### src/rtl/tm1638_pkg.sv
// tm1638_pkg: digit-code constants, overflow threshold helper and converter FSM states
package tm1638_pkg;
  localparam logic [4:0] DIG_BLANK = 5'h10;
  localparam logic [4:0] DIG_MAX = 5'd9;
  typedef enum logic [1:0] {S_IDLE, S_SHIFT, S_BLANK, S_DONE} state_t;
  function automatic longint unsigned pow10(input int n);
    longint unsigned r;
    r = 1;
    for (int i = 0; i < n; i++) r = r * 10;
    return r;
  endfunction
endpackage

### src/rtl/bcd_add3_nibble.sv
// bcd_add3_nibble: double-dabble correction, adds 3 to a BCD nibble that is 5 or more
module bcd_add3_nibble (
  input  logic [3:0] i_nib,
  output logic [3:0] o_nib
);
  assign o_nib = (i_nib >= 4'd5) ? i_nib + 4'd3 : i_nib;
endmodule

### src/rtl/bcd_digit_source.sv
// bcd_digit_source: serial binary-to-BCD converter with leading-zero blanking feeding the TM1638 driver
module bcd_digit_source
  import tm1638_pkg::*;
#(
  parameter int         WIDTH      = 27,
  parameter int         NDIG       = 8,
  parameter int         LZB        = 1,
  parameter logic [4:0] BLANK_CODE = DIG_BLANK
) (
  input  logic              clk,
  input  logic              rst_n,
  input  logic              start,
  input  logic [WIDTH-1:0]  bin_in,
  output logic              busy,
  output logic              done,
  output logic              ovf,
  output logic [5*NDIG-1:0] digits
);
  localparam int CW = $clog2(WIDTH + 1);
  localparam longint unsigned MAXV = pow10(NDIG) - 1;
  state_t              r_state;
  logic [WIDTH-1:0]    r_shift;
  logic [4*NDIG-1:0]   r_bcd;
  logic [CW-1:0]       r_cnt;
  logic                r_pend;
  logic                r_busy;
  logic                r_done;
  logic                r_ovf;
  logic [5*NDIG-1:0]   r_digits;
  logic [4*NDIG-1:0]   w_adj;
  logic [5*NDIG-1:0]   w_codes;
  logic                w_lead;
  genvar i;
  generate
    for (i = 0; i < NDIG; i++) begin : g_add3
      bcd_add3_nibble u_add3 (.i_nib(r_bcd[4*i +: 4]), .o_nib(w_adj[4*i +: 4]));
    end
  endgenerate
  // w_lead stays set while every digit seen so far (from the top) is zero
  always_comb begin
    w_codes = '0;
    w_lead = 1'b1;
    for (int k = NDIG - 1; k >= 0; k--) begin
      w_lead = w_lead && (r_bcd[4*k +: 4] == 4'd0) && (k != 0);
      w_codes[5*k +: 5] = r_pend ? DIG_MAX :
                          (LZB != 0 && w_lead) ? BLANK_CODE : {1'b0, r_bcd[4*k +: 4]};
    end
  end
  always_ff @(posedge clk or negedge rst_n) begin
    if (!rst_n) begin
      r_state  <= S_IDLE;
      r_shift  <= '0;
      r_bcd    <= '0;
      r_cnt    <= '0;
      r_pend   <= 1'b0;
      r_busy   <= 1'b0;
      r_done   <= 1'b0;
      r_ovf    <= 1'b0;
      r_digits <= '0;
    end else begin
      case (r_state)
        S_IDLE: if (start) begin
          r_shift <= bin_in;
          r_bcd   <= '0;
          r_pend  <= 64'(bin_in) > MAXV;
          r_cnt   <= CW'(WIDTH);
          r_busy  <= 1'b1;
          r_state <= S_SHIFT;
        end
        S_SHIFT: begin
          {r_bcd, r_shift} <= {w_adj[4*NDIG-2:0], r_shift, 1'b0};
          r_cnt <= r_cnt - 1'b1;
          if (r_cnt == CW'(1)) r_state <= S_BLANK;
        end
        S_BLANK: begin
          r_digits <= w_codes;
          r_ovf    <= r_pend;
          r_done   <= 1'b1;
          r_busy   <= 1'b0;
          r_state  <= S_DONE;
        end
        default: begin
          r_done  <= 1'b0;
          r_state <= S_IDLE;
        end
      endcase
    end
  end
  assign busy   = r_busy;
  assign done   = r_done;
  assign ovf    = r_ovf;
  assign digits = r_digits;
endmodule

### config.mk
export PLATFORM = sky130hd
export DESIGN_NAME = bcd_digit_source
export DESIGN_NICKNAME = d
export VERILOG_FILES = /design/src/rtl/tm1638_pkg.sv /design/src/rtl/bcd_add3_nibble.sv /design/src/rtl/bcd_digit_source.sv
export SDC_FILE = /design/constraint.sdc
export NUM_CORES = 1
export LEC_CHECK = 0
export ABC_CLOCK_PERIOD_IN_PS = 2200
export BUFFER_PORTS_ARGS = -buffer_cell sky130_fd_sc_hd__buf_2
export CORE_ASPECT_RATIO = 0.7
export CORE_MARGIN = 5
export CORE_UTILIZATION = 57
export CTS_CLUSTER_DIAMETER = 120
export DETAILED_ROUTE_END_ITERATION = 7
export PLACE_DENSITY = 0.84
export SYNTH_ARGS = -nofsm -noshare
export SYNTH_HDL_FRONTEND = slang
export SYNTH_SLANG_ARGS = --single-unit
### constraint.sdc
create_clock -name clk -period 2.2 [get_ports clk]
set_input_delay 0.22 -clock clk [delete_from_list [all_inputs] [get_ports clk]]
set_output_delay 0.22 -clock clk [all_outputs]
set_load 0.02 [all_outputs]
Yosys cells after proc, flatten, opt, wreduce, memory -nomap -nowiden
Cells that the tools add are included.
Widths: inputs -> output; s select.
- register bits: 110
- input bits: 30
- output and inout bits: 43
- logic and storage cells: 88
- add/sub/neg operators: 9
- order comparisons: 9
- equality and inequality tests: 5
- multiplexer cells: 35
- reduce and logical (&&, ||, !) cells: 21
- operators by type and width (operator ; count):
    $mux 5 ; 15
    $pmux 32 s2 ; 1
    $pmux 27 s2 ; 1
    $ge 4x3->1 const B ; 8
    $mux 32 ; 1
    $mux 4 ; 8
    $add 4x2->4 const B ; 7
    $logic_not 4->1 ; 7
    $gt 27x27->1 const B ; 1
    $mux 27 ; 1
    $pmux 5 s2 ; 1
    $reduce_and 2->1 ; 4
    $logic_and 1x1->1 ; 6
    $pmux 2 s3 ; 1
    $eq 5x1->1 const B ; 1
    $sub 5x1->5 const B ; 1
    $mux 2 ; 2
    $ne 2x2->1 const B ; 2
    $pmux 1 s2 ; 2
    $reduce_bool 2->1 ; 2
    $add 3x2->3 const B ; 1
    $mux 3 ; 1
    $eq 2x1->1 const B ; 1
    $eq 2x2->1 const B ; 1
    other kinds (3) ; 3

Longest topological paths before layout
Gate-level depths: netlist (run 1).
- word-level depth: 9
- depth in mapped cells: 9
- depth with buffers taken out: 6

By module
From an unflattened synthesis (run 1), not the netlist that was laid out.
- cell total of the unflattened synthesis: 526
- area, all modules: 5362.6 um^2
- modules (own cells, without submodules) (module ; instances ; cells each ; area an instance (um^2) ; seq. area each (um^2)):
    bcd_digit_source ; 1 ; 398 ; 4551.9 ; 2727.6
    bcd_add3_nibble ; 8 ; 16 ; 101.3 ; 0.0

Worst setup path after synthesis (run 1)
OpenSTA, ideal clock, no wires.
- path type: reg-to-reg
- start: register r_state[0]
- end: register r_bcd[11]
- library setup time: 0.122 ns
- arrival: 1.483 ns
- setup slack: 0.595 ns
- cell stages (with the launch flop): 9
- period minus slack after synthesis: 1.605 ns
- path through: dfrtp_1 -> inv_1 -> ha_1 -> buf_4 -> nand2b_4 -> and2_1 -> buf_4 -> buf_6 -> a32o_1
- longest elaborated chain between the ends: 3
- elaborated cells between the ends (all ways): 6
- RTL lines (element ; RTL line ; RTL):
    from (decl) ; bcd_digit_source.sv:21 ; state_t r_state;
    from (signal assigned) ; bcd_digit_source.sv:51 ; r_state <= S_IDLE;
    from (signal assigned) ; bcd_digit_source.sv:68 ; r_state <= S_SHIFT;
    from (signal assigned) ; bcd_digit_source.sv:73 ; if (r_cnt == CW'(1)) r_state <= S_BLANK;
    $eq 2x1->1 / $logic_not 2->1 (equally long branches) ; bcd_digit_source.sv:61 ; case (r_state)
    $reduce_bool 2->1 (no source line) / $ne 2x2->1 (equally long branches) ; - ;
    $reduce_and 2->1 (no source line) ; - ;
    to (signal assigned) ; bcd_digit_source.sv:71 ; {r_bcd, r_shift} <= {w_adj[4*NDIG-2:0], r_shift, 1'b0};
    to (decl) ; bcd_digit_source.sv:23 ; logic [4*NDIG-1:0] r_bcd;
Several ways; a longest one is shown, not always the timed one.
A chain may end at the register's enable or synchronous reset.

Worst setup path after layout (run 1)
- start: register r_state[0]
- end: register r_bcd[15]
The elaborated chain is that of the path after synthesis.

==> results.rst, run 1 <==
.. list-table::
   :header-rows: 1

   * - Metric
     - Value
   * - Fraction of power consumed by sequential logic
     - between 30% and 40%
   * - Crit-path max FO
     - 17
   * - Highest clock frequency the design can meet
     - a little over 0.5 GHz
   * - Via count
     - 4203
   * - Yosys Warn Count
     - 0
   * - EDFF count, synth
     - 0
   * - Clock root buffer
     - clkbuf_16
   * - Switching pwr
     - around 0.0047 W
   * - Worst slew pin tran
     - approximately 0.7 ns
   * - # DRC
     - 0
   * - Routability cong.
     - 0.8782
   * - Final hold vios
     - 0
   * - Worst-skew pair later-pin latency
     - ~0.35 ns
   * - Kind of end point of the critical path
     - flop
   * - Syn Area/Cell
     - about 11 um2
   * - Setup repair bufs after CTS
     - 0
   * - Hold/Removal Path Class
     - in -> reg
   * - Area Overhead vs Synth
     - 15.19%
   * - Largest stage delay on the critical path
     - around 0.41 ns
   * - TritonCTS clock tree
     - built
   * - Initial DRC Count
     - between 300 and 400
   * - Cell taking the most area after synthesis
     - dfrtp_1
   * - Arrival time of data at the critical path endpoint
     - between 2 and 2.5 ns
   * - Clock power share
     - 16.2%
   * - Number of setup violations in the final report
     - 0
   * - Share of the synthesized area in the top cell type
     - between 40 and 50%
   * - Starting density of the core
     - between 50% and 60%
   * - Seq/Total Area, Yosys
     - about half
   * - Number of violations of the max-capacitance limit
     - 0
   * - Area of the mapped netlist
     - around 5500 um2
   * - Detail Route Antenna Nets
     - 0
   * - Die span in x
     - around 130 um
   * - Internal cell power
     - between 0.005 and 0.006 W
   * - Floorplan core area
     - roughly 9200 um2
   * - Share of total power consumed by net switching
     - between 40% and 50%
   * - Global-route usage over all layers
     - between 20% and 30%
   * - Placed Instance Area
     - between 5000 and 6000 um2
   * - Relative contribution of combinational cells to total power
     - around half
   * - # H-tree levels
     - 3
   * - Vias in the first global route
     - roughly 4200
   * - Count of input and output buffers
     - 71
   * - Synthesized flop and latch total
     - roughly 110
   * - Worst clock skew
     - 0.005776 ns
   * - Slowest CP cell
     - dfrtp_1
   * - Maximum number of pins on one net before global-route repair
     - 58
   * - Syn Nets
     - approximately 580
   * - Die area
     - 11700 um2
   * - Status
     - finished, final reports clean
   * - Path type of the worst setup path
     - reg -> reg
   * - Core Rows
     - 29
   * - VDD IR-drop max
     - between 700 and 800 uV
   * - Crit path time final
     - about 1.9 ns
   * - Diodes inserted
     - 0
   * - Number of buffers added by the clock tree synthesis step
     - 9
   * - Critical path startpoint category
     - flop
   * - I/O pin cnt
     - 73
   * - Cell Pwr Density
     - about 1700 nW/um2
   * - Count of pins over their slew limit
     - 0
   * - Setup TNS Final
     - 0 ns
   * - Final WS setup
     - roughly 0.28 ns
   * - Routed Wire Length
     - 12570 um
   * - Share of final-layout standard cells stronger than drive strength 1
     - between 20% and 30%
   * - Chip Height
     - a little over 90 um
   * - Detailed-placement wirelength estimate
     - about 8600 um
   * - Maximum buffer depth of the clock tree
     - 2
   * - Count of TritonRoute iterations in the first routing pass
     - 5
   * - Critical path required time
     - 2.44 ns
   * - Minimum setup slack after placement
     - approximately 0.21 ns
   * - Share of the cycle needed by the critical path after routing
     - about 87%
   * - Leading cell type in the layout, fill and taps excluded
     - dfrtp_1
   * - Leak Pwr
     - ~3 nW
   * - Number of nets at the end of the flow
     - roughly 650
   * - Wire length of the first global-routing pass
     - around 21000 um
   * - Unique masters post-synth
     - between 50 and 60
   * - GRT overflow
     - 0
   * - Initial antenna violation count
     - 0
   * - CTS Sinks
     - 109
   * - Primary flip-flop cell chosen by synthesis mapping
     - dfrtp_1
   * - Highest-count cells in the layout ignoring fill and taps
     - dfrtp_1 (109), buf_2 (70), o21ai_0 (52)
   * - Setup repair after global routing missed its margin
     - false
   * - Average wire per standard cell
     - about 18 um
   * - Final non-filler cell area
     - ~6300 um2
   * - Ratio of routed vias to standard cells
     - approximately 5.9
   * - Number of instances in the synthesized netlist
     - 520
   * - Hold_ws
     - between 0.08 and 0.09 ns
   * - Async set-reset flop share out of synthesis
     - 100.0%
   * - Clock edge transition at the registers on the reported setup and hold paths
     - around 0.07 ns
   * - Layout filler cell count
     - between 600 and 700
   * - Critical-path cell list
     - inv_1 -> ha_1 -> mux2_4 -> buf_4 -> o31ai_1 -> a32o_1
   * - Ranking of synthesized cells by area
     - dfrtp_1 (50%), ha_1 (6.4%), mux2i_1 (6.4%)
   * - Slew HR
     - between 50% and 60%
-- cell families (layout without fill, tap and decap cells) --
group | Yosys count | in the layout | share of synthesized area, %
xor gates and xnor gates | 12 | 12 | 1.919
other | 1 | 1 | 0.06846
muxes | 44 | 44 | 8.520
DFF | 109 | 109 | 49.79
and+or+nand+nor | 122 | 122 | 11.95
AOI/OAI and AO/OA | 140 | 140 | 16.19
adders and majority gates | 28 | 28 | 6.396
buffers and inverters | 64 | 137 | 5.162
-- layer usage --
metal / up-vias / global-route usage [%] / wire length [um]
met5: - / 0 / 0
met3: 16 / 4.878 / 615
met4: 0 / 5.893 / 144
met2: 126 / 36.09 / 6136
li1: 1965 / - / -
met1: 2096 / 30.30 / 5671
-- flip-flops by register name, summed over array words and instances (netlist names) --
| register | cells |
|---|---|
| r_cnt | 5 |
| digits | 39 |
| ovf | 1 |
| r_shift | 27 |
| busy | 1 |
| r_bcd | 32 |
| r_pend | 1 |
| done | 1 |
| r_state | 2 |
-- per-stage QoR --
step | std cells | power (W) | utilization, %
finish | 717 | 0.01059 | 68.46
global route | 717 | 0.01129 | 68.46
CTS | 717 | 0.01057 | 68.45
detailed placement | 700 | 0.008802 | 64.92
global placement | 700 | 0.008509 | 64.92
floorplan | 520 | 0.007293 | -
-- power by group through the flow --
stage / combinational, W / clock [W] / sequential (W)
finish: 0.00542 / 0.00172 / 0.00345
global placement: 0.00511 / 0 / 0.00340
detailed placement: 0.00534 / 0 / 0.00346
global route: 0.00593 / 0.00182 / 0.00355
CTS: 0.00539 / 0.00174 / 0.00344
floorplan: 0.00358 / 0 / 0.00371
-- critical path: cells and delay by family (launching register included) --
family,cells,cell delay (ns)
flops,1,0.41
fa+ha+maj,1,0.37
mux,1,0.36
buf+inv,2,0.34
compound gates,2,0.33
-- final timing paths --
kind / start / to / depth (start not counted) / slack [ns]
worst max-delay path: r_state[0]$_DFFE_PN0P_ / r_bcd[15]$_DFFE_PN0P_ / 6 / 0.28
worst min-delay path: bin_in[0] / r_shift[0]$_DFFE_PN0P_ / 2 / 0.09
worst max register to register: r_state[0]$_DFFE_PN0P_ / r_bcd[15]$_DFFE_PN0P_ / 6 / 0.28
worst min register to register: r_shift[15]$_DFFE_PN0P_ / r_shift[15]$_DFFE_PN0P_ / 2 / 0.48
max in group asynchronous: rst_n / r_shift[4]$_DFFE_PN0P_ / 3 / 1.08
min in group asynchronous: rst_n / r_bcd[24]$_DFFE_PN0P_ / 2 / 0.45
-- final cells by class --
cell class,count,area [um2],area share [%]
clock inverter,7,90.09,1.428
timing repair buffer,85,503.0,7.971
clock buffer,9,225.2,3.569
inverter,36,135.1,2.142
multi-input combinational,347,2474,39.20
sequential,109,2728,43.23
tap,124,155.1,2.459
-- Yosys cell counts (all sizes together) (2+ instances only) --
cell type,number
dfrtp,109
o21ai,52
nand2,44
mux2i,36
inv,35
nor2,35
ha,28
a21oi,26
buf,20
o31ai,14
o22ai,13
nand2b,10
nand3b,9
xnor2,9
a22o,8
a32o,8
clkbuf,8
mux2,8
nor3b,8
o41ai,5
nand3,4
nand4b,4
o211ai,3
xor2,3
nand4,2
nor3,2
o2bb2ai,2
o311ai,2
o32ai,2
-- repair_timing --
item / in CTS / in global routing
endpoints found under the setup margin: 0 / 1
endpoints found under the hold margin: 49 / 0
gates resized for setup: 0 / 1
hold buffers: 1 / 0
No activity file was read; power rests on OpenSTA's default activity.
==> inputs of run 2 (changes only) <==
Settings changed: ABC_CLOCK_PERIOD_IN_PS 2200 to 1950, CAP_MARGIN set to 5.
Clock period 2.2 ns to 1.95 ns, I/O delays scaled along.
==> run 2 against run 1 <==
  * Die area did not move
  * Sequential power rose by 13%
  * Global-route usage rose by 0.60 points
  * Clock-buffer cell count rose by 4
  * Flip-flop and latch count did not move
  * Clock power rose by 10%
  * Utilization rose by 0.91 points
  * Largest cell class unchanged
  * First-iteration DRC count fell by 0.26%
  * Largest power group unchanged
==> results.rst, run 2 (synthesized netlist as in run 1, its figures left out) <==
.. list-table::
   :header-rows: 1

   * - Metric
     - Value
   * - Placed Instance Area
     - slightly above 6000 um2
   * - Kind of end point of the critical path
     - flop
   * - Routed Wire Length
     - 12540 um
   * - Highest clock frequency the design can meet
     - ~0.55 GHz
   * - Area Overhead vs Synth
     - 16.72%
   * - Count of TritonRoute iterations in the first routing pass
     - 5
   * - Share of final-layout standard cells stronger than drive strength 1
     - between 20 and 25%
   * - Die span in x
     - about 130 um
   * - Share of the cycle needed by the critical path after routing
     - 92.75%
   * - Number of cells on the worst reg-to-reg path
     - 5
   * - Leak Pwr
     - 2.962 nW
   * - Clock edge transition at the registers on the reported setup and hold paths
     - 0.07 ns
   * - Hold/Removal Path Class
     - in -> reg
   * - Leading cell type in the layout, fill and taps excluded
     - dfrtp_1
   * - Slowest CP cell
     - dfrtp_1
   * - Cell Pwr Density
     - between 1500 and 2000 nW/um2
   * - Detail Route Antenna Nets
     - 0
   * - Initial antenna violation count
     - 0
   * - Global-route usage over all layers
     - 22.75%
   * - Crit path time final
     - 1.809 ns
   * - Path type of the worst setup path
     - reg -> reg
   * - Worst path buffer plus inverter count
     - 3
   * - Number of cells on the worst hold path
     - 2
   * - Via count
     - approximately 4200
   * - I/O pin cnt
     - 73
   * - Number of setup violations in the final report
     - 0
   * - Post-Place Cells
     - approximately 710
   * - VDD IR-drop max
     - ~850 uV
   * - # H-tree levels
     - 3
   * - Final non-filler cell area
     - 6394 um2
   * - Routability cong.
     - 0.8936
   * - Worst-skew pair later-pin latency
     - approximately 0.35 ns
   * - Worst clock skew
     - about 0.0071 ns
   * - Vias in the first global route
     - roughly 4300
   * - Setup repair after global routing missed its margin
     - false
   * - Wire length of the first global-routing pass
     - ~21000 um
   * - Floorplan core area
     - a little over 9000 um2
   * - Instance count on the critical path
     - 5
   * - Max FFs per register
     - 39
   * - Status
     - finished, final reports clean
   * - Chip Height
     - 92.02 um
   * - Non-Filler Instances
     - roughly 730
   * - Core Rows
     - 29
   * - Number of nets at the end of the flow
     - 656
   * - Maximum number of pins on one net before global-route repair
     - 48
   * - # DRC
     - 0
   * - Family with the most delay on the worst path
     - buffers and inverters
   * - Die area
     - between 10000 and 15000 um2
   * - Number of violations of the max-capacitance limit
     - 0
   * - Count of pins over their slew limit
     - 0
   * - Count of input and output buffers
     - between 70 and 80
   * - Final hold vios
     - 0
   * - Detailed-placement wirelength estimate
     - approximately 9000 um
   * - CTS Sinks
     - roughly 110
   * - GRT overflow
     - 0
   * - Starting density of the core
     - about three fifths
   * - Critical path startpoint category
     - flop
   * - Largest stage delay on the critical path
     - around 0.41 ns
   * - Arrival time of data at the critical path endpoint
     - ~2.0 ns
   * - Average wire per standard cell
     - between 15 and 20 um
   * - Clock root buffer
     - clkbuf_16
   * - Ratio of routed vias to standard cells
     - just under 6
   * - Maximum buffer depth of the clock tree
     - 2
   * - Diodes inserted
     - 0
   * - Initial DRC Count
     - roughly 390
   * - Critical-path cell list
     - inv_1 -> ha_2 -> clkinv_1 -> buf_4 -> o41ai_1
   * - Number of buffers added by the clock tree synthesis step
     - 9
   * - Critical path required time
     - between 2 and 2.5 ns
   * - TritonCTS clock tree
     - built
   * - Highest-count cells in the layout ignoring fill and taps
     - dfrtp_1 (109), buf_2 (70), o21ai_0 (51)
   * - Crit-path max FO
     - 14
-- run 2: power breakdown --
part / internal [W] / leakage, nW / switching (W) / total, W
Clock: 0.00110 / 0.152 / 0.000796 / 0.00190
Combinational: 0.00254 / 1.40 / 0.00370 / 0.00624
Sequential: 0.00319 / 1.41 / 0.000718 / 0.00391
Total: 0.00683 / 2.96 / 0.00521 / 0.0120
-- run 2: stage by stage --
step	TNS, ns	setup slack (ns)	total power (W)	util (%)	hold WS [ns]
after floorplan	0	0.3453	0.008228	-	-0.1006
after global placement	0	0.1013	0.009715	65.52	0.1808
after detailed placement	-0.09202	-0.05613	0.01003	65.52	0.1854
after CTS	0	0.1206	0.01197	69.06	0.06884
after global routing	0	0.01144	0.01292	69.37	0.06917
final	0	0.1414	0.01204	69.37	0.08477
-- run 2: final cells by class --
type | instances | area [um2]
multi-input combinational | 347 | 2490
clock inverter | 3 | 42.54
sequential | 109 | 2728
inverter | 36 | 135.1
timing repair buffer | 95 | 573.1
tap | 124 | 155.1
fill | 656 | 2823
clock buffer | 13 | 270.3
-- run 2: final timing paths --
check	startpoint	to	slack (ns)
min in group asynchronous	rst_n	digits[26]$_DFFE_PN0P_	0.35
max in group asynchronous	rst_n	digits[5]$_DFFE_PN0P_	0.99
worst max-delay path	r_state[0]$_DFFE_PN0P_	digits[36]$_DFFE_PN0P_	0.14
worst max register to register	r_state[0]$_DFFE_PN0P_	digits[36]$_DFFE_PN0P_	0.14
worst min-delay path	bin_in[0]	r_shift[0]$_DFFE_PN0P_	0.08
worst min register to register	r_shift[3]$_DFFE_PN0P_	r_shift[3]$_DFFE_PN0P_	0.48
-- run 2: routing by layer --
metal | part of all wire [%] | global-route usage, % | routed length, um
met1 | 43 | 31.14 | 5342
met2 | 50 | 37.50 | 6248
met3 | 6.9 | 4.820 | 860
met4 | 0.74 | 5.446 | 93
met5 | 0 | 0 | 0
-- run 2: timing repair --
action | in CTS | in global routing
hold buffers | 1 | 0
resized for setup | 2 | 5
setup endpoints to repair | 17 | 13
endpoints found under the hold margin | 32 | 0
buffers inserted | 0 | 1
==> inputs of run 3 (changes only) <==
Settings changed: CORE_UTILIZATION 57 to 58, PLACE_DENSITY 0.84 to 0.85, TNS_END_PERCENT set to 30.
==> run 3 against run 2 <==
  * Die area decreased by 1.6%
  * Combinational power about the same
  * Register-to-register slack worse by 0.07 ns
  * Sequential power about the same
  * Hold slack worse by 0.0055 ns
  * Non-clock buffer count down 5
  * Global-route usage decreased by 0.81 points
  * Clock skew down 0.0032 ns
  * Utilization down 0.22 points
  * Critical path depth is 1 higher
  * Final area shrank 1.1%
  * Flip-flop and latch count did not move
  * Highest routed layer unchanged
==> results.rst, run 3 (synthesized netlist as in run 1, its figures left out) <==
.. list-table::
   :header-rows: 1

   * - Metric
     - Value
   * - Status
     - finished, final reports clean
   * - Wire length of the first global-routing pass
     - 20530 um
   * - Final WS setup
     - just under 0.07 ns
   * - # DRC
     - 0
   * - Count of pins over their slew limit
     - 0
   * - VDD IR-drop max
     - 2093 uV
   * - Slowest CP cell
     - dfrtp_1
   * - Number of setup violations in the final report
     - 0
   * - Starting density of the core
     - 59.91%
   * - Post-layout power
     - 0.01184 W
   * - Count of TritonRoute iterations in the first routing pass
     - 5
   * - Number of violations of the max-capacitance limit
     - 0
   * - Die area
     - approximately 12000 um2
   * - Worst-skew pair later-pin latency
     - approximately 0.34 ns
   * - Footprint of the multi-input gates
     - approximately 2500 um2
   * - Share of final-layout standard cells stronger than drive strength 1
     - ~21%
   * - Hold/Removal Path Class
     - in -> reg
   * - Leak Pwr
     - a little under 3 nW
   * - Critical-path cell list
     - inv_1 -> ha_2 -> mux2_4 -> buf_4 -> o31ai_1 -> a32o_1
   * - Crit path time final
     - ~1.9 ns
   * - Core Rows
     - 29
   * - Ratio of routed vias to standard cells
     - about 5.8
   * - # H-tree levels
     - 3
   * - TritonCTS clock tree
     - built
   * - GRT overflow
     - 0
   * - Clock edge transition at the registers on the reported setup and hold paths
     - ~0.07 ns
   * - Diodes inserted
     - 0
   * - Average wire per standard cell
     - 17.12 um
   * - CTS Sinks
     - between 100 and 150
   * - Maximum buffer depth of the clock tree
     - 2
   * - Share of the cycle needed by the critical path after routing
     - a little over nine tenths
   * - Leading cell type in the layout, fill and taps excluded
     - dfrtp_1
   * - Crit-path max FO
     - 24
   * - Total area of sequential cells
     - 2728 um2
   * - Count of input and output buffers
     - 71
   * - Worst clock skew
     - 0.003920 ns
   * - Detail Route Antenna Nets
     - 0
   * - Highest-count cells in the layout ignoring fill and taps
     - dfrtp_1 (109), buf_2 (70), o21ai_0 (52)
   * - I/O pin cnt
     - 73
   * - Initial antenna violation count
     - 0
   * - Largest stage delay on the critical path
     - approximately 0.42 ns
   * - Highest clock frequency the design can meet
     - around 0.53 GHz
   * - Path type of the worst setup path
     - reg -> reg
   * - Detailed-placement wirelength estimate
     - around 8700 um
   * - Die span in x
     - ~130 um
   * - Routability cong.
     - about 0.78
   * - Final hold vios
     - 0
   * - Layout filler cell count
     - roughly 680
   * - Initial DRC Count
     - between 300 and 400
   * - Minimum setup slack after placement
     - -0.04737 ns
   * - Arrival time of data at the critical path endpoint
     - between 2 and 2.5 ns
   * - Vias in the first global route
     - about 4200
   * - Max FFs per register
     - 39
   * - Chip Height
     - approximately 91 um
   * - Maximum number of pins on one net before global-route repair
     - 47
   * - Area Overhead vs Synth
     - 15.44%
   * - Number of buffers added by the clock tree synthesis step
     - 9
   * - Cell Pwr Density
     - 1872 nW/um2
   * - Setup repair bufs after CTS
     - 0
   * - Global-route usage over all layers
     - a little over a fifth
   * - Kind of end point of the critical path
     - flop
   * - Number of nets at the end of the flow
     - ~650
   * - Critical path required time
     - around 2.2 ns
   * - Via count
     - ~4200
   * - Clock root buffer
     - clkbuf_16
   * - Critical path startpoint category
     - flop
   * - Routed Wire Length
     - between 10000 and 15000 um
   * - Floorplan core area
     - 9144 um2
==> run 3: worst paths after layout <==
kind	start	to	slack, ns	cells past startpoint
setup / recovery	r_state[1]$_DFFE_PN0P_	r_bcd[19]$_DFFE_PN0P_	0.07	6
hold / removal	bin_in[0]	r_shift[0]$_DFFE_PN0P_	0.08	2
setup reg to reg	r_state[1]$_DFFE_PN0P_	r_bcd[19]$_DFFE_PN0P_	0.07	6
hold reg to reg	digits[11]$_DFFE_PN0P_	digits[11]$_DFFE_PN0P_	0.48	2
max in group asynchronous	rst_n	r_shift[9]$_DFFE_PN0P_	1.03	3
min in group asynchronous	rst_n	r_shift[22]$_DFFE_PN0P_	0.32	2
==> run 3: metal layers <==
layer	up-vias	share of wire, %	global-route usage [%]
li1	1970	-	-
met1	2084	44	28.36
met2	96	50	37.12
met3	20	4.3	5.103
met4	0	1.7	6.607
met5	-	0	0
==> run 3: power breakdown <==
| part | total (W) | internal, W | switching [W] |
|---|---|---|---|
| clock network | 0.00172 | 0.000930 | 0.000789 |
| logic | 0.00622 | 0.00249 | 0.00373 |
| registers | 0.00390 | 0.00319 | 0.000705 |
==> run 3: cell type report <==
type | instances | share of cell area [%]
clock buffer | 12 | 4.056
timing repair buffer | 90 | 8.548
inverter | 36 | 2.137
multi-input combinational | 347 | 39.32
clock inverter | 4 | 0.3562
tap | 124 | 2.454
sequential | 109 | 43.13
==> run 3: through the flow <==
step,cells,hold slack [ns],instance area (um2),TNS [ns],util (%)
after floorplan,520,-0.1006,5478,0,-
after global placement,705,0.1566,6021,0,65.85
after detailed placement,705,0.1563,6021,-0.06608,65.85
after CTS,722,0.06892,6314,0,69.05
after global routing,722,0.06421,6324,-0.02567,69.16
final,722,0.07927,6324,0,69.16
==> run 3: repair_timing <==
action / in CTS / in global routing
hold endpoints to repair: 28 / 0
gates resized for setup: 2 / 1
hold buffers: 1 / 0
endpoints found under the setup margin: 10 / 3
==> run 3: critical path: cells and delay by family, from the launching register on <==
| kind | cells | cell delay, ns |
|---|---|---|
| buf+inv | 2 | 0.43 |
| mux | 1 | 0.22 |
| fa+ha+maj | 1 | 0.31 |
| compound gates | 2 | 0.39 |
| flops | 1 | 0.42 |
